===== src/rtl/jtopl_pg_pkg.sv =====
// Shared constants for the phase generator: default widths, MUL factor table
// (half-unit resolution) and the increment scaling helper.
package jtopl_pg_pkg;

    localparam int unsigned NSLOTS_DEF = 18;
    localparam int unsigned PW_DEF     = 19;
    localparam int unsigned FW_DEF     = 17;
    localparam int unsigned OPW_DEF    = 10;
    localparam int unsigned SW_DEF     = 5;
    localparam int unsigned MUL_W      = 4;
    localparam int unsigned FACT_W     = 5;
    localparam int unsigned PROD_W     = FW_DEF + FACT_W;

    // MUL register to factor, in units of 0.5
    localparam logic [FACT_W-1:0] FACTOR [16] = '{
        5'd1,  5'd2,  5'd4,  5'd6,  5'd8,  5'd10, 5'd12, 5'd14,
        5'd16, 5'd18, 5'd20, 5'd20, 5'd24, 5'd24, 5'd30, 5'd30
    };

    function automatic logic [PROD_W-1:0] pg_scale(input logic [FW_DEF-1:0] phinc,
                                                   input logic [MUL_W-1:0]  mul);
        return PROD_W'(phinc) * PROD_W'(FACTOR[mul]);
    endfunction

endpackage


===== src/rtl/jtopl_pg_chan_if.sv =====
// Slot-side bus of the phase generator: per-slot inputs in, operator phase out.
interface jtopl_pg_chan_if #(
    parameter int unsigned PW  = 19,
    parameter int unsigned FW  = 17,
    parameter int unsigned OPW = 10,
    parameter int unsigned SW  = 5
);
    logic           cen;
    logic           slot_sync;
    logic [3:0]     mul;
    logic [FW-1:0]  phinc_pure;
    logic           pg_rst;
    logic [SW-1:0]  cur_slot;
    logic [OPW-1:0] phase_op;
    logic [PW-1:0]  phase_out;
    logic [SW-1:0]  op_slot;
    logic           op_valid;

    modport master (
        output cen, slot_sync, mul, phinc_pure, pg_rst,
        input  cur_slot, phase_op, phase_out, op_slot, op_valid
    );

    modport slave (
        input  cen, slot_sync, mul, phinc_pure, pg_rst,
        output cur_slot, phase_op, phase_out, op_slot, op_valid
    );
endinterface


===== src/rtl/jtopl_pg_mem.sv =====
// Per-slot phase accumulator storage: one combinational read port, one
// synchronous write port, cleared asynchronously on reset.
module jtopl_pg_mem #(
    parameter int unsigned NSLOTS = 18,
    parameter int unsigned PW     = 19,
    parameter int unsigned SW     = 5
) (
    input  logic          clk,
    input  logic          rst_n,
    input  logic [SW-1:0] rd_addr_i,
    output logic [PW-1:0] rd_data_c_o,
    input  logic          we_i,
    input  logic [SW-1:0] wr_addr_i,
    input  logic [PW-1:0] wr_data_i
);
    logic [PW-1:0] mem_q [NSLOTS];

    always_ff @(posedge clk or negedge rst_n) begin
        if (!rst_n) begin
            for (int i = 0; i < int'(NSLOTS); i++) mem_q[i] <= '0;
        end else if (we_i && (wr_addr_i < SW'(NSLOTS))) begin
            mem_q[wr_addr_i] <= wr_data_i;
        end
    end

    always_comb begin
        rd_data_c_o = '0;
        if (rd_addr_i < SW'(NSLOTS)) rd_data_c_o = mem_q[rd_addr_i];
    end

endmodule


===== src/rtl/jtopl_pg_chan.sv =====
// Time-multiplexed phase generator: round-robin slot counter, stage 1 scales the
// increment and fetches the stored phase, stage 2 accumulates and writes back.
module jtopl_pg_chan
    import jtopl_pg_pkg::*;
#(
    parameter int unsigned NSLOTS = NSLOTS_DEF,
    parameter int unsigned PW     = PW_DEF,
    parameter int unsigned FW     = FW_DEF,
    parameter int unsigned OPW    = OPW_DEF,
    parameter int unsigned SW     = SW_DEF
) (
    input logic            clk,
    input logic            rst_n,
    jtopl_pg_chan_if.slave pg
);
    localparam int unsigned PRW = FW + FACT_W;

    logic [SW-1:0]  slot_cnt_q, eff_slot_c, slot_nxt_c;
    logic           s1_vld_q, s1_rst_q;
    logic [SW-1:0]  s1_slot_q;
    logic [PRW-1:0] s1_prod_q;
    logic [PW-1:0]  s1_ph_q, rd_ph_c, nxt_c;
    logic [PW-1:0]  phase_out_q;
    logic [OPW-1:0] phase_op_q;
    logic [SW-1:0]  op_slot_q;
    logic           op_valid_q, wr_en_c;

    // slot_sync overrides the counter so the current tick is slot 0
    always_comb begin
        eff_slot_c = (pg.cen && pg.slot_sync) ? '0 : slot_cnt_q;
        slot_nxt_c = (eff_slot_c == SW'(NSLOTS - 1)) ? '0 : eff_slot_c + SW'(1);
        nxt_c      = s1_rst_q ? '0 : s1_ph_q + s1_prod_q[PW:1];
        wr_en_c    = pg.cen && s1_vld_q;
    end

    jtopl_pg_mem #(.NSLOTS(NSLOTS), .PW(PW), .SW(SW)) u_mem (
        .clk         (clk),
        .rst_n       (rst_n),
        .rd_addr_i   (eff_slot_c),
        .rd_data_c_o (rd_ph_c),
        .we_i        (wr_en_c),
        .wr_addr_i   (s1_slot_q),
        .wr_data_i   (nxt_c)
    );

    // Slot counter and stage 1
    always_ff @(posedge clk or negedge rst_n) begin
        if (!rst_n) begin
            slot_cnt_q <= '0;
            s1_vld_q   <= 1'b0;
            s1_rst_q   <= 1'b0;
            s1_slot_q  <= '0;
            s1_prod_q  <= '0;
            s1_ph_q    <= '0;
        end else if (pg.cen) begin
            slot_cnt_q <= slot_nxt_c;
            s1_vld_q   <= 1'b1;
            s1_rst_q   <= pg.pg_rst;
            s1_slot_q  <= eff_slot_c;
            s1_prod_q  <= PRW'(pg_scale(FW_DEF'(pg.phinc_pure), pg.mul));
            s1_ph_q    <= rd_ph_c;
        end
    end

    // Stage 2 output registers; op_valid is sticky until reset
    always_ff @(posedge clk or negedge rst_n) begin
        if (!rst_n) begin
            phase_out_q <= '0;
            phase_op_q  <= '0;
            op_slot_q   <= '0;
            op_valid_q  <= 1'b0;
        end else if (wr_en_c) begin
            phase_out_q <= nxt_c;
            phase_op_q  <= nxt_c[PW-1 -: OPW];
            op_slot_q   <= s1_slot_q;
            op_valid_q  <= 1'b1;
        end
    end

    assign pg.cur_slot  = eff_slot_c;
    assign pg.phase_out = phase_out_q;
    assign pg.phase_op  = phase_op_q;
    assign pg.op_slot   = op_slot_q;
    assign pg.op_valid  = op_valid_q;

endmodule


===== src/flat_wrapper.sv =====
// flat-port wrapper written by rule: the top's interface ports become plain ports
module jtopl_pg_chan_flat import jtopl_pg_pkg::*;
#(
    parameter int unsigned NSLOTS = NSLOTS_DEF,
    parameter int unsigned PW     = PW_DEF,
    parameter int unsigned FW     = FW_DEF,
    parameter int unsigned OPW    = OPW_DEF,
    parameter int unsigned SW     = SW_DEF
)
  (clk, rst_n, pg_cen, pg_slot_sync, pg_mul, pg_phinc_pure, pg_pg_rst, pg_cur_slot, pg_phase_op, pg_phase_out, pg_op_slot, pg_op_valid);
  jtopl_pg_chan_if #(.PW(PW), .FW(FW), .OPW(OPW), .SW(SW)) pg_i ();
  input logic clk;
  input logic rst_n;
  input wire logic [$bits(pg_i.cen)-1:0] pg_cen;
  input wire logic [$bits(pg_i.slot_sync)-1:0] pg_slot_sync;
  input wire logic [$bits(pg_i.mul)-1:0] pg_mul;
  input wire logic [$bits(pg_i.phinc_pure)-1:0] pg_phinc_pure;
  input wire logic [$bits(pg_i.pg_rst)-1:0] pg_pg_rst;
  output wire logic [$bits(pg_i.cur_slot)-1:0] pg_cur_slot;
  output wire logic [$bits(pg_i.phase_op)-1:0] pg_phase_op;
  output wire logic [$bits(pg_i.phase_out)-1:0] pg_phase_out;
  output wire logic [$bits(pg_i.op_slot)-1:0] pg_op_slot;
  output wire logic [$bits(pg_i.op_valid)-1:0] pg_op_valid;
  assign pg_i.cen = pg_cen;
  assign pg_i.slot_sync = pg_slot_sync;
  assign pg_i.mul = pg_mul;
  assign pg_i.phinc_pure = pg_phinc_pure;
  assign pg_i.pg_rst = pg_pg_rst;
  assign pg_cur_slot = pg_i.cur_slot;
  assign pg_phase_op = pg_i.phase_op;
  assign pg_phase_out = pg_i.phase_out;
  assign pg_op_slot = pg_i.op_slot;
  assign pg_op_valid = pg_i.op_valid;
  jtopl_pg_chan #(.NSLOTS(NSLOTS), .PW(PW), .FW(FW), .OPW(OPW), .SW(SW)) u_core (.clk(clk), .rst_n(rst_n), .pg(pg_i));
endmodule

===== config.mk =====
export PLATFORM = sky130hd
export DESIGN_NAME = jtopl_pg_chan_flat
export DESIGN_NICKNAME = d
export VERILOG_FILES = /design/src/rtl/jtopl_pg_pkg.sv /design/src/rtl/jtopl_pg_chan_if.sv /design/src/rtl/jtopl_pg_mem.sv /design/src/rtl/jtopl_pg_chan.sv /design/src/flat_wrapper.sv
export SDC_FILE = /design/constraint.sdc
export NUM_CORES = 1
export LEC_CHECK = 0
export ABC_AREA = 1
export BUFFER_PORTS_ARGS = -buffer_cell sky130_fd_sc_hd__buf_4
export CAP_MARGIN = 20
export CORE_MARGIN = 10
export CORE_UTILIZATION = 30
export DETAILED_ROUTE_END_ITERATION = 10
export SYNTH_ARGS = -nofsm -noshare
export SYNTH_HDL_FRONTEND = slang
export SYNTH_HIERARCHICAL = 1
export SYNTH_SLANG_ARGS = --single-unit

===== constraint.sdc =====
create_clock -name clk -period 4.2 [get_ports clk]
set_input_delay 0 -clock clk [delete_from_list [all_inputs] [get_ports clk]]
set_output_delay 0 -clock clk [all_outputs]
set_load 0.02 [all_outputs]

After elaboration in Yosys (flattened, before gate mapping)
Memory sizes are Yosys's and may differ from the RTL's. Cells that the tools add are included.

Multipliers: 1. Muxes and demuxes: 12. Eq/ne operators: 1. Reduce and logical (&&, ||, !) cells: 4. Add/subtract/negate cells: 2. Magnitude comparators: 6. Shift operators: 0. Divide/modulo/power cells: 0. Bitwise operators: 3.

Operator list (number): 342-bit bitwise mux (1); 19-bit binary-select mux with 5-bit select (1); 19-bit demux with 5-bit select (1); 19-bit two-way mux (5); 17-bit by 5-bit multiplier with 20-bit output (1); 5-bit two-way mux (4); 19-bit adder (1); 6-bit greater-or-equal comparator, second input constant (2); 5-bit NOT with 6-bit output (2); 5-bit less-than comparator, second input constant (2); 6-bit by 1-bit less-than comparator with 1-bit output, second input constant (1); 5-bit by 1-bit adder with 5-bit output, second input constant (1); 5-bit equality test, second input constant (1); 5-bit greater-or-equal comparator, second input constant (1); 4-bit NOT with 5-bit output (1); 1-bit logical AND (4).

Memory bits (read-only): 80. Bits in writable memories: 0. Register bits after elaboration: 428. Output and inout port bits: 40. Latch bits: 0. Memories: 1.

Memories: (name not given) (depth 16, width 5, rd ports 1, clocked after memory_dff 0, wr ports 0, line jtopl_pg_pkg.sv:22) `return PROD_W'(phinc) * PROD_W'(FACTOR[mul]);`.

Depth between registers and ports, before layout
Depth in word-level cells: 7. Gate-level depth with buffers: 23.

Modules after synthesis
The synthesis kept the hierarchy.

By module, submodules not included: jtopl_pg_mem (area each 16722.3 sq um, seq. area each 8558.2 sq um, cells each 2214, instances 1); jtopl_pg_chan (area each 6882.9 sq um, seq. area each 1876.8 sq um, cells each 982, instances 1).

Worst setup path after synthesis
No wires, ideal clock.

Kind: input-to-reg. From: in pg_mul[1]. To: reg u_core.s1_prod_q[9]. Buffers on the path: 2. Data arrival time: 3.292 ns. Setup slack: 0.791 ns. Stages on the path: 17. Cells stage by stage: buf_2 > clkbuf_1 > nand2_1 > inv_1 > fa_1 > fa_1 > inv_1 > fa_1 > inv_1 > ha_1 > a21oi_1 > inv_1 > a21oi_1 > nand2_1 > or2_2 > nand3_1 > nand2_1.

Word-level cells in the longest chain between the ends: 5.

Ends and longest elaborated chain: start: declaration (line flat_wrapper.sv:16) `input wire logic [$bits(pg_i.mul)-1:0] pg_mul;`; 4-bit NOT with 5-bit output (not written as such) (line jtopl_pg_pkg.sv:22); memory read 16 x 5 bit; 5-bit two-way mux (not written as such) (2 in a row) (line jtopl_pg_pkg.sv:22); 17-bit by 5-bit multiplier with 20-bit output (line jtopl_pg_pkg.sv:22); end signal: assignment (line jtopl_pg_chan.sv:60) `s1_prod_q <= PRW'(pg_scale(FW_DEF'(pg.phinc_pure), pg.mul));`; end: declaration (line jtopl_pg_chan.sv:21) `logic [PRW-1:0] s1_prod_q;`.

No other way between the ends. The select of a mux whose other input is x is not followed. A chain may end at the register's enable or synchronous reset.

Worst setup path in the final report
From: reg u_core.s1_prod_q[1]. To: reg u_core/u_mem/mem_q[339] (netlist bit).

Word-level cells in the longest chain between the ends: 3.

Ends and longest elaborated chain: 19-bit adder (line jtopl_pg_chan.sv:32) `nxt_c = s1_rst_q ? '0 : s1_ph_q + s1_prod_q[PW:1];`; 19-bit two-way mux (line jtopl_pg_chan.sv:32); named net u_core.nxt_c[16] (line jtopl_pg_chan.sv:22) `logic [PW-1:0] s1_ph_q, rd_ph_c, nxt_c;`; 342-bit bitwise mux (line jtopl_pg_mem.sv:22) `mem_q[wr_addr_i] <= wr_data_i;`; end signal: indexed assignment (line jtopl_pg_mem.sv:22); end: declaration (line jtopl_pg_mem.sv:16) `logic [PW-1:0] mem_q [NSLOTS];`.

The timed path passes the listed nets, and every way through them passes these cells.

==> flow_metrics.tcl <==
set metrics [dict create \
    start_util 0.304 \
    placed_cells 4154 \
    clk_pin_slew_ns 0.06 \
    worstMarginPinSlew_ns 0.964 \
    grt_overflow 0 \
    setup_ws_ns 1.20 \
    finalSetupViolations 0 \
    n_antenna_cell 0 \
    start_kind "flop" \
    std_cell_rows 102 \
    viasPerCell 4.56 \
    fin_crit_ns 3.00 \
    synthCells 3196 \
    synth_compound_area_frac 0.103 \
    drv_cap 0 \
    synthAdderAreaFrac 0.0620 \
    grt.total_usage 0.135 \
    rr_worst_depth 12 \
    vdd_drop_max_v 0.000350 \
    finalSetupTns_ns 0 \
    ioPinCount 66 \
    syn_area_um2 23600 \
    cts_tree "built" \
    cp_data_required_time_ns 4.61 \
    crit_type "flop to flop" \
    synth_cell_type_count 40 \
    crit_arrival_ns 3.41 \
    synth_async_sr_flop_share 1.00 \
    cp_cell_sequence "ha_1 > fa_1 > nand3_1 > nand3_2 > nand3_1 > nand2_1 > nand2_1 > nand3b_1 > nand2_1 > nor2_1 > inv_1 > o21ai_0" \
    port_buffers 65 \
    cts_buffer_depth 3 \
    max_freq_mhz 333 \
    hold_path_class "input pin to flop" \
    drc 0 \
    grt_max_degree 177 \
    synthXorXnorAreaFrac 0.00408 \
    postSynthAreaPerCell_um2 7.39 \
    core_um2 77700 \
    cts_setup_buffers 0 \
    instances_no_fill 4242 \
    postRouteAntennaNets 0 \
    cts-buffers-inserted 47 \
    grt_pass1_wl_um 101000 \
    synth-simple-area-share 0.276 \
    post-route-period-util 0.715 \
    place_ws_ns 0.697 \
    final_util 0.339 \
    multi_input_area_um2 10500 \
    wirelength_um 61800 \
    insertion_delay_ns 0.59 \
    critPathSlowestCell "inv_1" \
    synth_warnings 6 \
    hpwlAfterDp_um 39400 \
    clkSinkCount 417 \
    gp_congestion 0.861 \
    startpoint "u_core/s1_prod_q[1]" \
    postCtsHoldBufs 2 \
    die_area_um2 90300 \
    setup.worst_path.end "u_core/u_mem/mem_q[339]" \
    finalHoldViolations 0 \
    drive_gt1_frac 0.0790 \
    cts_resized 0 \
    nets 3281 \
    synth_edf_count 0 \
    regArea_um2 10400 \
    antenna_found_initial 0 \
    ys_seq_area_frac 0.442 \
    worstSetupEndpointType "flop" \
    ys_ff_latch 417 \
    fill_cells 8329 \
    ys.flop_type "dfrtp_1" \
    slowest_delay_ns 0.59 \
    vias 19300 \
    reg2reg_setup_slack_ns 1.20 \
    rsz0062_at_grt "no" \
    status "complete, no violations" \
    synthMuxAreaShare 0 \
    dr.pass1.iters 5 \
    synth_top_family_by_area "simple AND/OR/NAND/NOR gates" \
    die_h_um 301 \
    drv_slew 0 \
    cellPowerDensity_nw_per_um2 628 \
    r2r_end "u_core/u_mem/mem_q[339]" \
    worstPathMaxFanout 18 \
    die_w_um 301 \
    wire_per_inst_um 14.6 \
    area_growth_pct 11.5 \
    clock-root-buffer "clkbuf_16" \
    drt_iter0_drc 1541 \
    syn_nets 3312 \
    leakagePower_nw 13.6 \
    cpMostUsedCell "nand2_1" \
    fin_skew_ns 0.0261 \
    timing.rr.start "u_core/s1_prod_q[1]" \
    h-tree-depth 2 \
    relSlewSlack 0.357 \
    grt_pass1_vias 18500 \
]
[cell families (layout without fill, tap and decap cells)]
family / Yosys count / in the layout
AOI/OAI and AO/OA: 451 / 451
xor gates and xnor gates: 11 / 11
adders and majority gates: 90 / 90
buffers and inverters: 604 / 610
DFF: 417 / 417
and+or+nand+nor: 1623 / 1623
[stage by stage]
step	hold WS, ns	cell area (µm²)	power [mW]
3_3_place_gp	0.116	24700	12.3
2_1_floorplan	-0.296	23600	10.5
6_report	0.0250	26300	16.5
4_1_cts	0.0102	26300	16.7
5_1_grt	0.0459	26300	17.9
3_5_place_dp	0.114	24700	12.4
[layout by cell type, fill, tap and decap left out, types with 13 or more instances in the layout]
cell | netlist | final
a21oi_1 | 47 | 47
buf_4 | 23 | 99
clkbuf_16 | 0 | 48
clkbuf_8 | 0 | 13
dfrtp_1 | 417 | 417
fa_1 | 45 | 45
ha_1 | 45 | 45
inv_1 | 408 | 408
nand2_1 | 1277 | 1277
nand3_1 | 202 | 202
nor2_1 | 93 | 91
o21ai_0 | 270 | 270
o21ai_1 | 88 | 88
o21ai_2 | 28 | 28
[registers in the layout (all words and copies together) (netlist names)]
name                 count
u_core/pg.op_slot        5
u_core/pg.op_valid       1
u_core/pg.phase_out     19
u_core/s1_ph_q          19
u_core/s1_prod_q        19
u_core/s1_rst_q          1
u_core/s1_slot_q         5
u_core/s1_vld_q          1
u_core/slot_cnt_q        5
u_core/u_mem/mem_q     342
[power breakdown]
group / switching (mW) / internal, mW / total (mW)
combinational: 4.25 / 2.00 / 6.25
clock: 1.69 / 2.57 / 4.26
sequential: 0.728 / 5.27 / 6.00
[final cells by class]
type | count | area share
clock buffers | 68 | 0.0534
clock inverters | 18 | 0.00794
inverters | 416 | 0.0596
multi-input cells | 2175 | 0.399
flip-flops and latches | 417 | 0.396
well taps | 1040 | 0.0494
repair buffers | 108 | 0.0341
[worst max-delay path: cells and delay by family (launching register included)]
kind	cells	cell delay, ns
fa+ha+maj	2	0.76
buf+inv	1	0.59
compound gates	1	0.20
flops	1	0.45
simple gates	8	0.81
[worst min-delay path by stage]
stage	startpoint	to	slack (ns)	depth (start not counted)
floorplan	rst_n	u_core/pg.op_slot[0]	-0.30	0
global placement	rst_n	u_core/u_mem/mem_q[141]	0.12	1
detailed placement	rst_n	u_core/u_mem/mem_q[141]	0.11	1
CTS	pg_cen	u_core/pg.phase_out[6]	0.01	5
global route	pg_slot_sync	u_core/s1_slot_q[1]	0.05	6
finish	pg_cen	u_core/pg.phase_out[6]	0.03	5
[cells in the mapped netlist (4+ instances only)]
library cell	instances	area [µm²]
nand2_1	1277	4790
xnor2_1	7	61.3
ha_1	45	563
o21ai_1	88	440
o22ai_1	4	25.0
nand3b_1	8	60.1
dfrtp_1	417	10400
nor3_1	7	35.0
nand4_1	7	43.8
o21bai_1	4	30.0
nor2_2	7	43.8
buf_1	12	45.0
nand3_2	5	50.1
clkbuf_1	69	259
buf_2	49	245
o21ai_2	28	245
xor2_1	4	35.0
o21ai_0	270	1350
nor2_1	93	349
nand3_1	202	1010
fa_1	45	901
buf_6	35	394
or2_2	5	31.3
nand2_2	7	43.8
buf_4	23	173
a21oi_1	47	235
inv_2	5	18.8
inv_1	408	1530
[per-layer routing]
| metal | routed length [µm] | GRT usage | part of all wire | vias up |
|---|---|---|---|---|
| met2 | 28300 | 0.219 | 0.46 | 367 |
| met4 | 1160 | 0.0336 | 0.019 | 0 |
| met1 | 29900 | 0.190 | 0.48 | 9122 |
| met5 | 0 | 0 | 0 | - |
| met3 | 2410 | 0.0137 | 0.039 | 71 |
| li1 | - | - | - | 9779 |
(Power assumes the default switching activity.)
